===== src/rtl/aibcr3aux_osc_pkg.sv =====
// Shared state encoding, default cycle counts and small helpers for the
// oscillator power-up sequencer.
package aibcr3aux_osc_pkg;

  typedef enum logic [2:0] {
    ST_IDLE   = 3'd0,
    ST_PWRUP  = 3'd1,
    ST_VWAIT  = 3'd2,
    ST_TLOAD  = 3'd3,
    ST_SETTLE = 3'd4,
    ST_READY  = 3'd5,
    ST_FAULT  = 3'd6
  } state_e;

  localparam int PWRUP_CYC_DEF   = 32'd64;
  localparam int SETTLE_CYC_DEF  = 32'd256;
  localparam int TIMEOUT_CYC_DEF = 32'd1024;

  function automatic int max3(input int a, input int b, input int c);
    int m;
    m = (a > b) ? a : b;
    max3 = (m > c) ? m : c;
  endfunction

  // The oscillator is powered in every active sequencing state.
  function automatic logic pdb_on(input state_e s);
    case (s)
      ST_PWRUP, ST_VWAIT, ST_TLOAD, ST_SETTLE, ST_READY: pdb_on = 1'b1;
      default:                                           pdb_on = 1'b0;
    endcase
  endfunction

endpackage


===== src/rtl/aibcr3aux_osc_sync.sv =====
// Two-stage reset-to-zero synchronizer for asynchronous level flags.
module aibcr3aux_osc_sync #(
  parameter int WIDTH = 1
) (
  input  logic             clk,
  input  logic             rst_n,
  input  logic [WIDTH-1:0] d,
  output logic [WIDTH-1:0] q
);

  logic [WIDTH-1:0] meta_r;
  logic [WIDTH-1:0] sync_r;

  // Two flop stages give metastability settling time.
  always_ff @(posedge clk or negedge rst_n) begin
    if (!rst_n) begin
      meta_r <= {WIDTH{1'b0}};
      sync_r <= {WIDTH{1'b0}};
    end else begin
      meta_r <= d;
      sync_r <= meta_r;
    end
  end

  assign q = sync_r;

endmodule


===== src/rtl/aibcr3aux_osc_seq.sv =====
// Oscillator power-up / trim-load / settle sequencer.
// Define AIBCR3AUX_OSC_SEQ_TIMEOUT_EN to enable the sticky VWAIT timeout fault.
module aibcr3aux_osc_seq
  import aibcr3aux_osc_pkg::*;
#(
  parameter int PWRUP_CYC   = PWRUP_CYC_DEF,
  parameter int SETTLE_CYC  = SETTLE_CYC_DEF,
  parameter int TIMEOUT_CYC = TIMEOUT_CYC_DEF
) (
  input  logic       iosc_clk,
  input  logic       irstb,
  input  logic       iseq_en,
  input  logic [2:0] iosc_cr_vreg_rdy,
  input  logic       ifuse_valid,
  input  logic [8:0] ifuse_trim,
  input  logic [8:0] icsr_trim,
  input  logic       icsr_trim_ovrd,
  input  logic       iseq_retrim,
  output logic       oosc_cr_pdb,
  output logic [8:0] oosc_cr_trim,
  output logic       oosc_cr_rdy_dly,
  output logic [2:0] oseq_state,
  output logic       oseq_fault
);

  localparam int CNT_MAX = max3(PWRUP_CYC, SETTLE_CYC, TIMEOUT_CYC);
  localparam int CNT_W   = $clog2(CNT_MAX + 1);
  localparam logic [CNT_W-1:0] PWRUP_LAST  = CNT_W'(PWRUP_CYC - 1);
  localparam logic [CNT_W-1:0] SETTLE_LAST = CNT_W'(SETTLE_CYC - 1);
  localparam logic [CNT_W-1:0] CNT_SAT     = {CNT_W{1'b1}};

  state_e           state_r;
  state_e           state_s;
  logic [CNT_W-1:0] cnt_r;
  logic [CNT_W-1:0] cnt_s;
  logic [2:0]       vreg_sync_s;
  logic             vreg_ok_s;
  logic             timeout_hit_s;
  logic             trim_ld_s;
  logic [8:0]       trim_sel_s;
  logic             pdb_r;
  logic             rdy_r;
  logic [8:0]       trim_r;

  aibcr3aux_osc_sync #(.WIDTH(3)) u_vreg_sync (
    .clk   (iosc_clk),
    .rst_n (irstb),
    .d     (iosc_cr_vreg_rdy),
    .q     (vreg_sync_s)
  );

  assign vreg_ok_s = &vreg_sync_s;

`ifdef AIBCR3AUX_OSC_SEQ_TIMEOUT_EN
  localparam logic [CNT_W-1:0] TIMEOUT_LAST = CNT_W'(TIMEOUT_CYC - 1);
  assign timeout_hit_s = (cnt_r >= TIMEOUT_LAST);
`else
  assign timeout_hit_s = 1'b0;
`endif

  // Next-state logic; dropping iseq_en outranks every other request.
  always_comb begin
    state_s = state_r;
    if ((state_r != ST_IDLE) && !iseq_en) begin
      state_s = ST_IDLE;
    end else begin
      case (state_r)
        ST_IDLE:   if (iseq_en) state_s = ST_PWRUP; else state_s = ST_IDLE;
        ST_PWRUP:  if (cnt_r >= PWRUP_LAST) state_s = ST_VWAIT; else state_s = ST_PWRUP;
        ST_VWAIT: begin
          if (vreg_ok_s)          state_s = ST_TLOAD;
          else if (timeout_hit_s) state_s = ST_FAULT;
          else                    state_s = ST_VWAIT;
        end
        ST_TLOAD:  state_s = ST_SETTLE;
        ST_SETTLE: if (cnt_r >= SETTLE_LAST) state_s = ST_READY; else state_s = ST_SETTLE;
        ST_READY: begin
          if (iseq_retrim)     state_s = ST_TLOAD;
          else if (!vreg_ok_s) state_s = ST_VWAIT;
          else                 state_s = ST_READY;
        end
        ST_FAULT:  state_s = ST_FAULT;
        default:   state_s = ST_IDLE;
      endcase
    end
  end

  // Saturating dwell counter, restarted on every state change; trim select.
  always_comb begin
    cnt_s      = cnt_r;
    trim_ld_s  = (state_r == ST_TLOAD) && (state_s == ST_SETTLE);
    trim_sel_s = ifuse_trim;
    if (state_s != state_r) begin
      cnt_s = {CNT_W{1'b0}};
    end else if (cnt_r != CNT_SAT) begin
      cnt_s = cnt_r + CNT_W'(1);
    end else begin
      cnt_s = cnt_r;
    end
    if (icsr_trim_ovrd || !ifuse_valid) begin
      trim_sel_s = icsr_trim;
    end else begin
      trim_sel_s = ifuse_trim;
    end
  end

  // State, counter and outputs; outputs follow the next state so they are glitch-free.
  always_ff @(posedge iosc_clk or negedge irstb) begin
    if (!irstb) begin
      state_r <= ST_IDLE;
      cnt_r   <= {CNT_W{1'b0}};
      pdb_r   <= 1'b0;
      rdy_r   <= 1'b0;
      trim_r  <= 9'h000;
    end else begin
      state_r <= state_s;
      cnt_r   <= cnt_s;
      pdb_r   <= pdb_on(state_s);
      rdy_r   <= (state_s == ST_READY);
      if (trim_ld_s) begin
        trim_r <= trim_sel_s;
      end else begin
        trim_r <= trim_r;
      end
    end
  end

`ifdef AIBCR3AUX_OSC_SEQ_TIMEOUT_EN
  logic fault_r;

  // Sticky fault flag, cleared only by reset.
  always_ff @(posedge iosc_clk or negedge irstb) begin
    if (!irstb) begin
      fault_r <= 1'b0;
    end else begin
      fault_r <= fault_r | (state_s == ST_FAULT);
    end
  end

  assign oseq_fault = fault_r;
`else
  assign oseq_fault = 1'b0;
`endif

  assign oosc_cr_pdb     = pdb_r;
  assign oosc_cr_rdy_dly = rdy_r;
  assign oosc_cr_trim    = trim_r;
  assign oseq_state      = state_r;

endmodule


===== config.mk =====
export PLATFORM = sky130hd
export DESIGN_NAME = aibcr3aux_osc_seq
export DESIGN_NICKNAME = d
export VERILOG_FILES = /design/src/rtl/aibcr3aux_osc_pkg.sv /design/src/rtl/aibcr3aux_osc_sync.sv /design/src/rtl/aibcr3aux_osc_seq.sv
export SDC_FILE = /design/constraint.sdc
export NUM_CORES = 1
export LEC_CHECK = 0
export ABC_AREA = 1
export CAP_MARGIN = 10
export CORE_ASPECT_RATIO = 1.5
export CORE_MARGIN = 2
export CORE_UTILIZATION = 50
export DETAILED_ROUTE_END_ITERATION = 6
export GPL_ROUTABILITY_DRIVEN = 1
export PLACE_DENSITY = 0.81
export SETUP_SLACK_MARGIN = 0.3
export SLEW_MARGIN = 20
export SYNTH_ARGS = -nofsm -noshare
export SYNTH_HDL_FRONTEND = slang
export SYNTH_SLANG_ARGS = --single-unit

===== constraint.sdc =====
create_clock -name iosc_clk -period 2.8 [get_ports iosc_clk]
set_input_delay 0.42 -clock iosc_clk [delete_from_list [all_inputs] [get_ports iosc_clk]]
set_output_delay 0.42 -clock iosc_clk [all_outputs]
set_load 0.03 [all_outputs]

**Word level (Yosys, flattened, before mapping)**

Cells that the tools add are included.

- Output and inout port bits: 15
- Flip-flop bits (word level): 31

- Equal/unequal tests: 13
- Muxes and demuxes: 12
- Reductions and logical operators: 10
- Add/subtract/negate cells: 1
- $lt $le $gt $ge: 2

Operator list:

| cell | count |
|---|---|
| 11-bit two-way mux | 2 |
| 3-bit one-hot mux with 7 select lines | 1 |
| 3-bit == test (second input constant) | 5 |
| 3-bit by 2-bit == test with 1-bit output (second input constant) | 4 |
| 11-bit by 1-bit adder with 11-bit output (second input constant) | 1 |
| 11-bit by 6-bit greater-or-equal comparator with 1-bit output (second input constant) | 1 |
| 11-bit by 8-bit greater-or-equal comparator with 1-bit output (second input constant) | 1 |
| 11-bit inequality test (second input constant) | 1 |
| 3-bit two-way mux | 3 |
| 9-bit two-way mux | 1 |
| 3-bit by 1-bit == test with 1-bit output (second input constant) | 2 |
| 5-bit OR reduction | 1 |
| 1-bit two-way mux | 4 |
| 3-bit logical NOT | 1 |
| 3-bit inequality test | 1 |
| 3-bit AND reduction | 1 |
| 3-bit nonzero test | 1 |
| 1-bit logical AND | 2 |
| 1-bit logical NOT | 2 |
| 2-bit two-way mux | 1 |
| 2-bit nonzero test | 1 |
| 1-bit logical OR | 1 |

**Longest topological paths before layout**

Gate-level depths: netlist (run 1).

- Depth after elaboration: 8
- Mapped depth: 13
- Gate-level depth less buffers: 12

**By module**

A second synthesis (run 1) with hierarchy kept.

- Cell total of the unflattened synthesis: 198
- Area total of the unflattened synthesis: 1665.3 sq um

Modules (own cells, without submodules):

| module | instances | sequential area each (sq um) | area each (sq um) | cells each |
|---|---|---|---|---|
| aibcr3aux_osc_seq | 1 | 625.6 | 1515.2 | 192 |
| aibcr3aux_osc_sync | 1 | 150.1 | 150.1 | 6 |

**Worst setup path after synthesis (run 1)**

Ideal clock, no wire load.

- Path kind: register -> register
- Start: register state_r[1], in the netlist oseq_state[1]
- End: register cnt_r[2]
- Buffers on the path: 1
- Stages on the path, launching flop included: 12
- Required time: 2672 ps
- Arrival time: 1527 ps
- Slack: 1146 ps
- Cell sequence: dfrtp_1 > inv_4 > nand2_4 > nor2_1 > nand4_1 > nand3_2 > nand2_2 > nand2_1 > nand2_1 > nand2_1 > buf_6 > nor2_4

- Word-level cells in the longest chain between the ends: 5

Ends and longest elaborated chain:

| what | line | RTL |
|---|---|---|
| from (decl) | aibcr3aux_osc_seq.sv:32 | `state_e state_r;` |
| from (signal assigned) | aibcr3aux_osc_seq.sv:116 | `state_r <= state_s;` |
| 3-bit == test, or another cell as far along | aibcr3aux_osc_seq.sv:67 | `case (state_r)` |
| 3-bit one-hot mux with 7 select lines or 1-bit logical AND (tied branches) | aibcr3aux_osc_seq.sv:67, aibcr3aux_osc_seq.sv:64 |  |
| 3-bit two-way mux | aibcr3aux_osc_seq.sv:64 | `if ((state_r != ST_IDLE) && !iseq_en) begin` |
| 3-bit inequality test (*) | aibcr3aux_osc_seq.sv:93 | `if (state_s != state_r) begin` |
| 11-bit two-way mux or 2-bit nonzero test (tied branches) | - |  |
| to (signal assigned) | aibcr3aux_osc_seq.sv:111 | `cnt_r <= {CNT_W{1'b0}};` |
| to (signal assigned) | aibcr3aux_osc_seq.sv:117 | `cnt_r <= cnt_s;` |
| to (decl) | aibcr3aux_osc_seq.sv:34 | `logic [CNT_W-1:0] cnt_r;` |

Every way passes the cells marked *; elsewhere a longest branch is shown, timed or not.
A chain may end at the register's enable or synchronous reset.

**Worst setup path in the final report (run 1)**

- Start: register state_r[0], in the netlist oseq_state[0]
- End: output port oseq_state[0]

RTL lines:

| what | line | RTL |
|---|---|---|
| to (decl) | aibcr3aux_osc_seq.sv:22 | `output logic [2:0] oseq_state,` |

No word-level cell between the ends.

==> flow_results.org, run 1 <==
** Outcome
- The run finished with clean final reports.

** Setup path
- The worst setup path is launched from a flip-flop.
- Top fanout value on the critical path :: 9
- Crit Path Category :: reg2out
- Critical path data required time :: 2.38 ns
- Cell family contributing the most delay on the critical path :: buffers and inverters
- On the critical path, the stage with the largest delay is an instance of clkdlybuf4s50_1.
- STA classifies the critical path endpoint as a primary output.
- Critical-path cell list :: clkdlybuf4s50_1
- In this design, the stage delay of the slowest critical-path cell is 0.75 ns.
- Data arrives at the worst endpoint at 1.61 ns.
- Crit path buffers/inverters :: 1

** Drt
- For this block, the routed nets add up to 3.17 mm of wire.
- Detail-routed net length per standard cell :: 11.3 um
- Across all layers, the routed design uses 1410 vias.
- After detailed routing, the number of vias per cell comes to 5.05.
- Violation count after the first detailed-route iteration :: 22
- In the routed design, unresolved DRC markers number 0.
- The first detailed-routing pass ran for 4 iterations.
- Antenna Nets Post-Route :: 0

** Timing
- For this run, the top clock speed supported by timing is 0.493 GHz.
- Final-report setup violation count :: 0
- Count of endpoints failing hold in the final timing report :: 0
- Period utilization :: 72.4%
- The worst path in the final design needs a cycle of 2.03 ns, including I/O delays and setup.
- Setup total negative slack on the finished layout was measured at 0 ns.
- Setup repair after global routing left no endpoint under its margin.
- Final Max Slew Viols :: 0
- Worst-margin pin slew :: 0.567 ns
- Headroom to the max-slew limit came out at 62.1%.
- On the final layout, the worst clock skew is 0.00789 ns.

** Placement
- The congestion estimate from routability-driven global placement came to 0.777.
- Counting tap cells, the placed design contains a total of 272 instances.
- Detailed placement finished with a half-perimeter wire length of 2.53 mm.
- In this run the tool buffered the top-level ports with 40 buffer cells.

** Synth
- Counting flops with an async set or reset pin after synthesis yields a share of 100%.
- Seq cells post-synth :: 31
- Netlist Area Pre-Place :: 1670 um2
- Avg Synthesized Cell Area :: 8.58 um2
- The synthesized design contains 0 enable-type register cells.
- After technology mapping, the gate count stands at 195.
- Most area-consuming cells after synthesis :: dfrtp_1 (46%), nand2_1 (8.1%), nor2_2 (4.5%)
- During synthesis, Yosys emitted a total of 0 warnings.
- Synth unique cells :: 33
- Synth top area share :: 46.4%
- Largest area contributor in the synthesized netlist :: dfrtp_1
- Nets in the synthesized netlist :: 223
- Sequential-to-total area share from yosys stat :: 46.4%
- Among all flip-flop cells after synthesis, the most frequent one is dfrtp_1.

** Final layout
- Utilization after layout :: 69.1%
- Number of nets in the layout :: 267
- Post-route non-filler standard cell count :: 279
- The library cell used most frequently in the layout, excluding fill and tap cells, is clkdlybuf4s50_1.
- Area added between synthesis and finish :: 31.7%
- Cells with a size suffix above 1 make up 17.2% of the layout.
- Antenna cell count :: 0
- The top cell types in the final layout, fill and taps aside, are clkdlybuf4s50_1 (40), nand2_1 (36), dfrtp_1 (31).

** GRT
- Global routing consumed, over all layers together, 19.9% of the routing resources.
- The via count of the first global-routing pass is 1392.
- Largest net degree at the start of global routing :: 32
- Antenna violations before repair :: 0
- Global route overflow :: 0
- The first global-routing pass estimated 5.69 mm of wire.

** Die
- Once the floorplan was initialized, standard cells occupied 52.4% of the core.
- Io pins :: 42
- The floorplan has 25 rows.
- Vertical extent of the die :: 74.8 um
- From left edge to right edge, the die measures 51.2 um.
- Area enclosed by the die boundary :: 3830 um2
- Placeable core region :: 3190 um2

** Pwr
- The analysis attributes to net switching a power of 0.000546 W.
- The internal power of the cells totals 0.000994 W.
- Power spread over the standard cell area amounts to 699 nW/um2.
- Static leakage :: 0.982 nW
- Seq pwr share :: 37.3%
- Per report_power, the combinational group accounts for 36.2% of the total.
- Proportion of power drawn by the clock network :: 26.5%
- VDD sags by at most 0.445 mV.
- Of the total power, the share spent switching nets is 35.5%.

** Clocking
- Post_cts resized :: 0
- Max Buffers Root-to-Sink :: 2
- Once the clock tree was built, the setup fixing pass inserted 0 buffers.
- Hold_buf cts :: 0
- After clock tree synthesis, the clock-pin slew on the worst setup and hold paths is 0.06 ns.
- CTS saw 31 sinks.
- Clock Root Buffer :: clkbuf_8
- TritonCTS built the clock tree.
- H-Tree Depth :: 2
- Number of CTS-inserted buffers :: 5
- The clock reaches the later pin of the worst-skew pair after 0.27 ns.

** Worst hold path
- The path class of the tightest hold or removal check is reg2reg.

** Job
- Max-capacitance violation count :: 0
[per-layer routing]
metal  track usage (%)  vias up  part of all wire [%]
met3              5.56        6                   5.7
met1              20.8      645                    38
met5                 0        -                     0
li1                  -      722                     -
met4              8.77        0                   1.7
met2              36.8       37                    54
[cell usage after synthesis (2+ instances only)]
cell / n
buf_6: 2
nor2_2: 12
o31ai_1: 10
nand3_1: 10
a21oi_1: 11
dfrtp_1: 31
nor2_4: 4
nor3_1: 2
nand2_4: 2
nor2_1: 19
nand4_1: 5
nand2_2: 5
nand3_2: 3
inv_1: 18
nand2_1: 36
o21ai_0: 7
xor2_1: 2
[worst paths after layout]
path / cells past startpoint / from / endpoint / slack, ns
worst max register to register: 11 / cnt_r[1] / cnt_r[10] / 0.87
min in group asynchronous: 2 / irstb / oosc_cr_trim[1] / 0.54
worst max-delay path: 1 / oseq_state[0] / oseq_state[0] / 0.77
worst min register to register: 0 / u_vreg_sync.meta_r[2] / u_vreg_sync.q[2] / 0.35
worst min-delay path: 0 / u_vreg_sync.meta_r[2] / u_vreg_sync.q[2] / 0.35
max in group asynchronous: 2 / irstb / oosc_cr_trim[2] / 1.99
[layout make-up]
cell class              instances  area [um2]
clock buffers                   6        72.6
clock inverters                 1        30.0
fillers                       274         987
inverters                      22        86.3
multi-input cells             137         773
flip-flops and latches         31         776
well taps                      40        50.0
repair buffers                 42         415
[state kept, by name, indices dropped and copies added (netlist names)]
register and cells:
oosc_cr_trim 9, cnt_r 11, u_vreg_sync.meta_r 3, oosc_cr_pdb 1, u_vreg_sync.q 3, oseq_state 3
oosc_cr_rdy_dly 1
[cell families after synthesis]
logic type / share of synthesized area (%)
XOR/XNOR: 1.05
other: 0.224
AO/OA/AOI/OAI: 12.4
adder cells (fa/ha/maj): 0.748
multiplexers: 0.673
buffers and inverters: 7.40
AND/OR/NAND/NOR: 31.1
flip-flops: 46.4
[stage by stage]
| step | setup WS, ns | instance area (um2) | hold WS, ns | power (W) |
|---|---|---|---|---|
| 2_1_floorplan | 1.15 | 1670 | 0.124 | 0.000992 |
| 3_3_place_gp | 0.689 | 2100 | 0.332 | 0.00114 |
| 3_5_place_dp | 0.657 | 2100 | 0.339 | 0.00115 |
| 4_1_cts | 0.741 | 2200 | 0.354 | 0.00156 |
| 5_1_grt | 0.563 | 2200 | 0.369 | 0.00164 |
| 6_report | 0.772 | 2200 | 0.349 | 0.00154 |
[power groups by stage]
stage | clock, W | combinational, W | sequential (W)
6_report | 0.000408 | 0.000557 | 0.000574
5_1_grt | 0.000435 | 0.000615 | 0.000585
4_1_cts | 0.000420 | 0.000567 | 0.000576
3_5_place_dp | 0 | 0.000565 | 0.000583
3_3_place_gp | 0 | 0.000553 | 0.000582
2_1_floorplan | 0 | 0.000337 | 0.000655
(Power assumes the default switching activity.)
==> run 2, diff against run 1 <==
--- a/config.mk
+++ b/config.mk
@@ -9,10 +9,10 @@
 export CAP_MARGIN = 10
 export CORE_ASPECT_RATIO = 1.5
 export CORE_MARGIN = 2
-export CORE_UTILIZATION = 50
+export CORE_UTILIZATION = 44
 export DETAILED_ROUTE_END_ITERATION = 6
 export GPL_ROUTABILITY_DRIVEN = 1
-export PLACE_DENSITY = 0.81
+export PLACE_DENSITY = 0.76
 export SETUP_SLACK_MARGIN = 0.3
 export SLEW_MARGIN = 20
 export SYNTH_ARGS = -nofsm -noshare
==> constraint.sdc (replaced) <==
create_clock -name iosc_clk -period 1.75 [get_ports iosc_clk]
set_input_delay 0.2625 -clock iosc_clk [delete_from_list [all_inputs] [get_ports iosc_clk]]
set_output_delay 0.2625 -clock iosc_clk [all_outputs]
set_load 0.03 [all_outputs]
==> flow_results.org, run 2 (same netlist as run 1, synthesis figures left out) <==
** Job
- The total of max-cap violations was 0 (unchanged).

** Final layout
- The antenna cell count came to 0 (unchanged).
- Count of fill cells added during filler insertion :: 303 (+11%)
- Area added between synthesis and finish :: 47.9%
- The flip-flop count of the largest register, all copies and words added was 11 (unchanged).
- The library cell used most frequently in the layout, excluding fill and tap cells, is nand2_1.
- Highest-count cells in the layout ignoring fill and taps :: nand2_1 (29), dfrtp_1 (28), clkdlybuf4s50_1 (26)
- Ranked by flip-flop count, first place goes to cnt_r.
- Number of nets in the layout :: 287 (+7.5%)
- Post-route cell area :: 2470 um2 (+12%)
- Multi-input gate area :: 866 um2 (+12%)
- Sequential Area :: 779 um2 (+0.48%)
- Utilization after layout :: 67.8% (-1.2 points)
- The ratio of cells with drive above 1 in the final layout is 32.3% (+15 points).

** Timing
- Period minus WS final :: 1.67 ns
- The clock tree skew after final layout came to 0.00120 ns (-0.00669 ns).
- The sum of negative setup slack came to 0 ns (unchanged).
- In the finished design, the share of the clock period the worst path needs comes to 95.6%.
- Setup repair after global routing missed its margin :: true
- The worst slack on hold paths came to 0.345 ns (-0.00437 ns).
- Final-report setup violation count :: 0 (unchanged)
- The number of max-slew violations in the final report came to 0 (unchanged).
- The final count of hold timing violations came to 0 (unchanged).
- For this run, the top clock speed supported by timing is 0.598 GHz.

** Die
- Io pins :: 42 (unchanged)
- Cell Rows :: 27 (+8.0%)
- Initial core utilization :: 45.9% (-6.6 points)
- Vertical extent of the die :: 79.5 um (+6.3%)
- The placeable core region came to 3650 um2 (+14%).
- The floorplan die area is 4320 um2 (+13%).
- The width of the die was 54.3 um (+6.1%).

** Placement
- Cell area reported after detailed placement :: 2180 um2 (+4.0%)
- Post-detail-place hpwl :: 2.63 mm (+4.0%)
- GPL Wtd Cong :: 0.807 (+3.9%)
- Buffers on Ports :: 40 (unchanged)

** Clocking
- The maximum clock insertion buffer count is 2 (unchanged).
- TritonCTS built the clock tree.
- The total of hold buffers inserted after clock tree synthesis was 0 (unchanged).
- The depth of the CTS H-tree was 2 (unchanged).
- The clock transition time at the flip-flop clock pins of the worst setup and hold paths is 0.06 ns (about the same).
- In this run the clock root is driven by a clkbuf_8.
- The CTS buffer count was 5 (unchanged).
- The worst-skew pair later-pin latency is 0.28 ns (about the same).
- The total number of clock tree sinks is 31 (unchanged).

** Setup path
- The startpoint identified for the worst register-to-register timing path is cnt_r[1].
- Critical-path cell list :: ha_2, nand2_2, inv_2, nand2_2, nand3_2, nand2_2, nand2_4, nand3_2, nand2_1, nor2_1, nand2_2, clkbuf_16, nor2_2
- Worst Setup Start Kind :: flip-flop
- Cell family contributing the most delay on the critical path :: simple AND/OR/NAND/NOR gates
- Counting stages on the worst path, the most repeated cell is nand2_2.
- The highest fanout seen on the critical path came to 5 (-4).
- STA classifies the critical path endpoint as a flip-flop.
- The depth of the worst register-to-register path was 13 (+2).
- Following the worst setup path forward leads to its endpoint at cnt_r[7].
- Worst stage delay on the critical path :: 0.38 ns (-0.37 ns)
- In this run the critical register-to-register path is captured at cnt_r[7].
- Slack of the worst reg-to-reg path :: 0.08 ns (-0.79 ns)
- Critical path data required time :: 1.97 ns (-0.41 ns)
- CP startpoint :: cnt_r[1]
- By startpoint and endpoint, the worst setup path is classified as reg2reg.
- The buffers plus inverters on the worst setup path is 2 (+1).
- Logic depth of the worst path, buffers included :: 13 (+12)
- Slowest cell on crit path :: dfrtp_1
- Data arrival time of the critical path :: 1.89 ns (+0.28 ns)

** Pwr
- The worst IR drop on VDD came to 0.877 mV (+97%).
- Static leakage :: 1.15 nW (+17%)
- Overall power after layout :: 0.00287 W (+86%)
- The power per unit of standard cell area was 1160 nW/um2 (+66%).

** GRT
- Antenna violations before repair :: 0 (unchanged)
- The via count of the first global-routing pass was 1391 (-0.072%).
- The global-route usage over all layers is 20.6% (+0.69 points).
- The overflow left after global routing is 0 (unchanged).
- The wire length of the first global-routing pass is 6.40 mm (+13%).
- The pin count of the biggest net entering global routing was 32 (unchanged).

** Drt
- Antenna Nets Post-Route :: 0 (unchanged)
- Detailed Routing Iterations Pass 1 :: 4 (unchanged)
- The first-iteration detailed-routing DRC count was 42 (+91%).
- The routed wire length is 3.83 mm (+21%).
- The post-detailed-route via-to-cell ratio is 5.02 (-0.61%).
- Via count :: 1522 (+7.9%)
- The average wire length per cell after detail routing was 12.6 um (+11%).
- DR DRC count :: 0 (unchanged)

** Worst hold path
- Tightest Hold Check Type :: reg2reg

** Outcome
- Outcome :: finished, final reports clean
[run 2: changes by cell type in the layout (fill, tap and decap cells not counted), sizes merged]
cell	delta
dlygate4sd2	+13
bufinv	-1
buf	+19
clkbuf	+4
clkdlybuf4s50	-14
[run 2: per-stage QoR]
step           cells  worst slack [ns]
6_report         303            0.0770
5_1_grt          303           -0.0193
4_1_cts          302            0.0992
3_5_place_dp     283          -0.00246
3_3_place_gp     283           0.00699
2_1_floorplan    195             0.163
[run 2: power by group]
group	switching [W]	internal (W)
sequential	0.0000907	0.000828
clock	0.000246	0.000358
combinational	0.000739	0.000606
[run 2: how the worst min path moves through the flow]
stage | from | to | slack (ns) | depth (start not counted)
after floorplan | irstb | cnt_r[0] | -0.03 | 0
after global placement | u_vreg_sync.meta_r[2] | u_vreg_sync.q[2] | 0.33 | 0
after detailed placement | u_vreg_sync.meta_r[0] | u_vreg_sync.q[0] | 0.34 | 0
after CTS | u_vreg_sync.meta_r[0] | u_vreg_sync.q[0] | 0.35 | 0
after global routing | u_vreg_sync.meta_r[0] | u_vreg_sync.q[0] | 0.36 | 0
final | u_vreg_sync.meta_r[0] | u_vreg_sync.q[0] | 0.35 | 0
[run 2: layout make-up]
| cell class | count | area share, % |
|---|---|---|
| repair buffers | 62 | 23.7 |
| multi-input cells | 137 | 35.0 |
| clock buffers | 8 | 4.04 |
| flip-flops and latches | 31 | 31.5 |
| well taps | 43 | 2.17 |
| inverters | 22 | 3.64 |
[run 2: what timing repair did]
action,4_1_cts,5_1_grt
gates cloned,1,0
gates resized for setup,36,14
pin swaps,3,6
setup buffers,10,1
endpoints found under the setup margin,28,17
[run 2: routing by layer]
metal,up-vias,wire length (um),global-route usage (%)
met4,0,82,10.0
met1,707,1550,25.6
met2,41,2050,32.5
met3,8,136,4.87
met5,-,0,0
li1,766,-,-
[run 2: worst register-to-register path, delay by kind of cell (launching register included)]
kind	cells	cell delay [ns]
fa+ha+maj	1	0.21
buf+inv	2	0.22
flops	1	0.38
simple gates	10	0.80
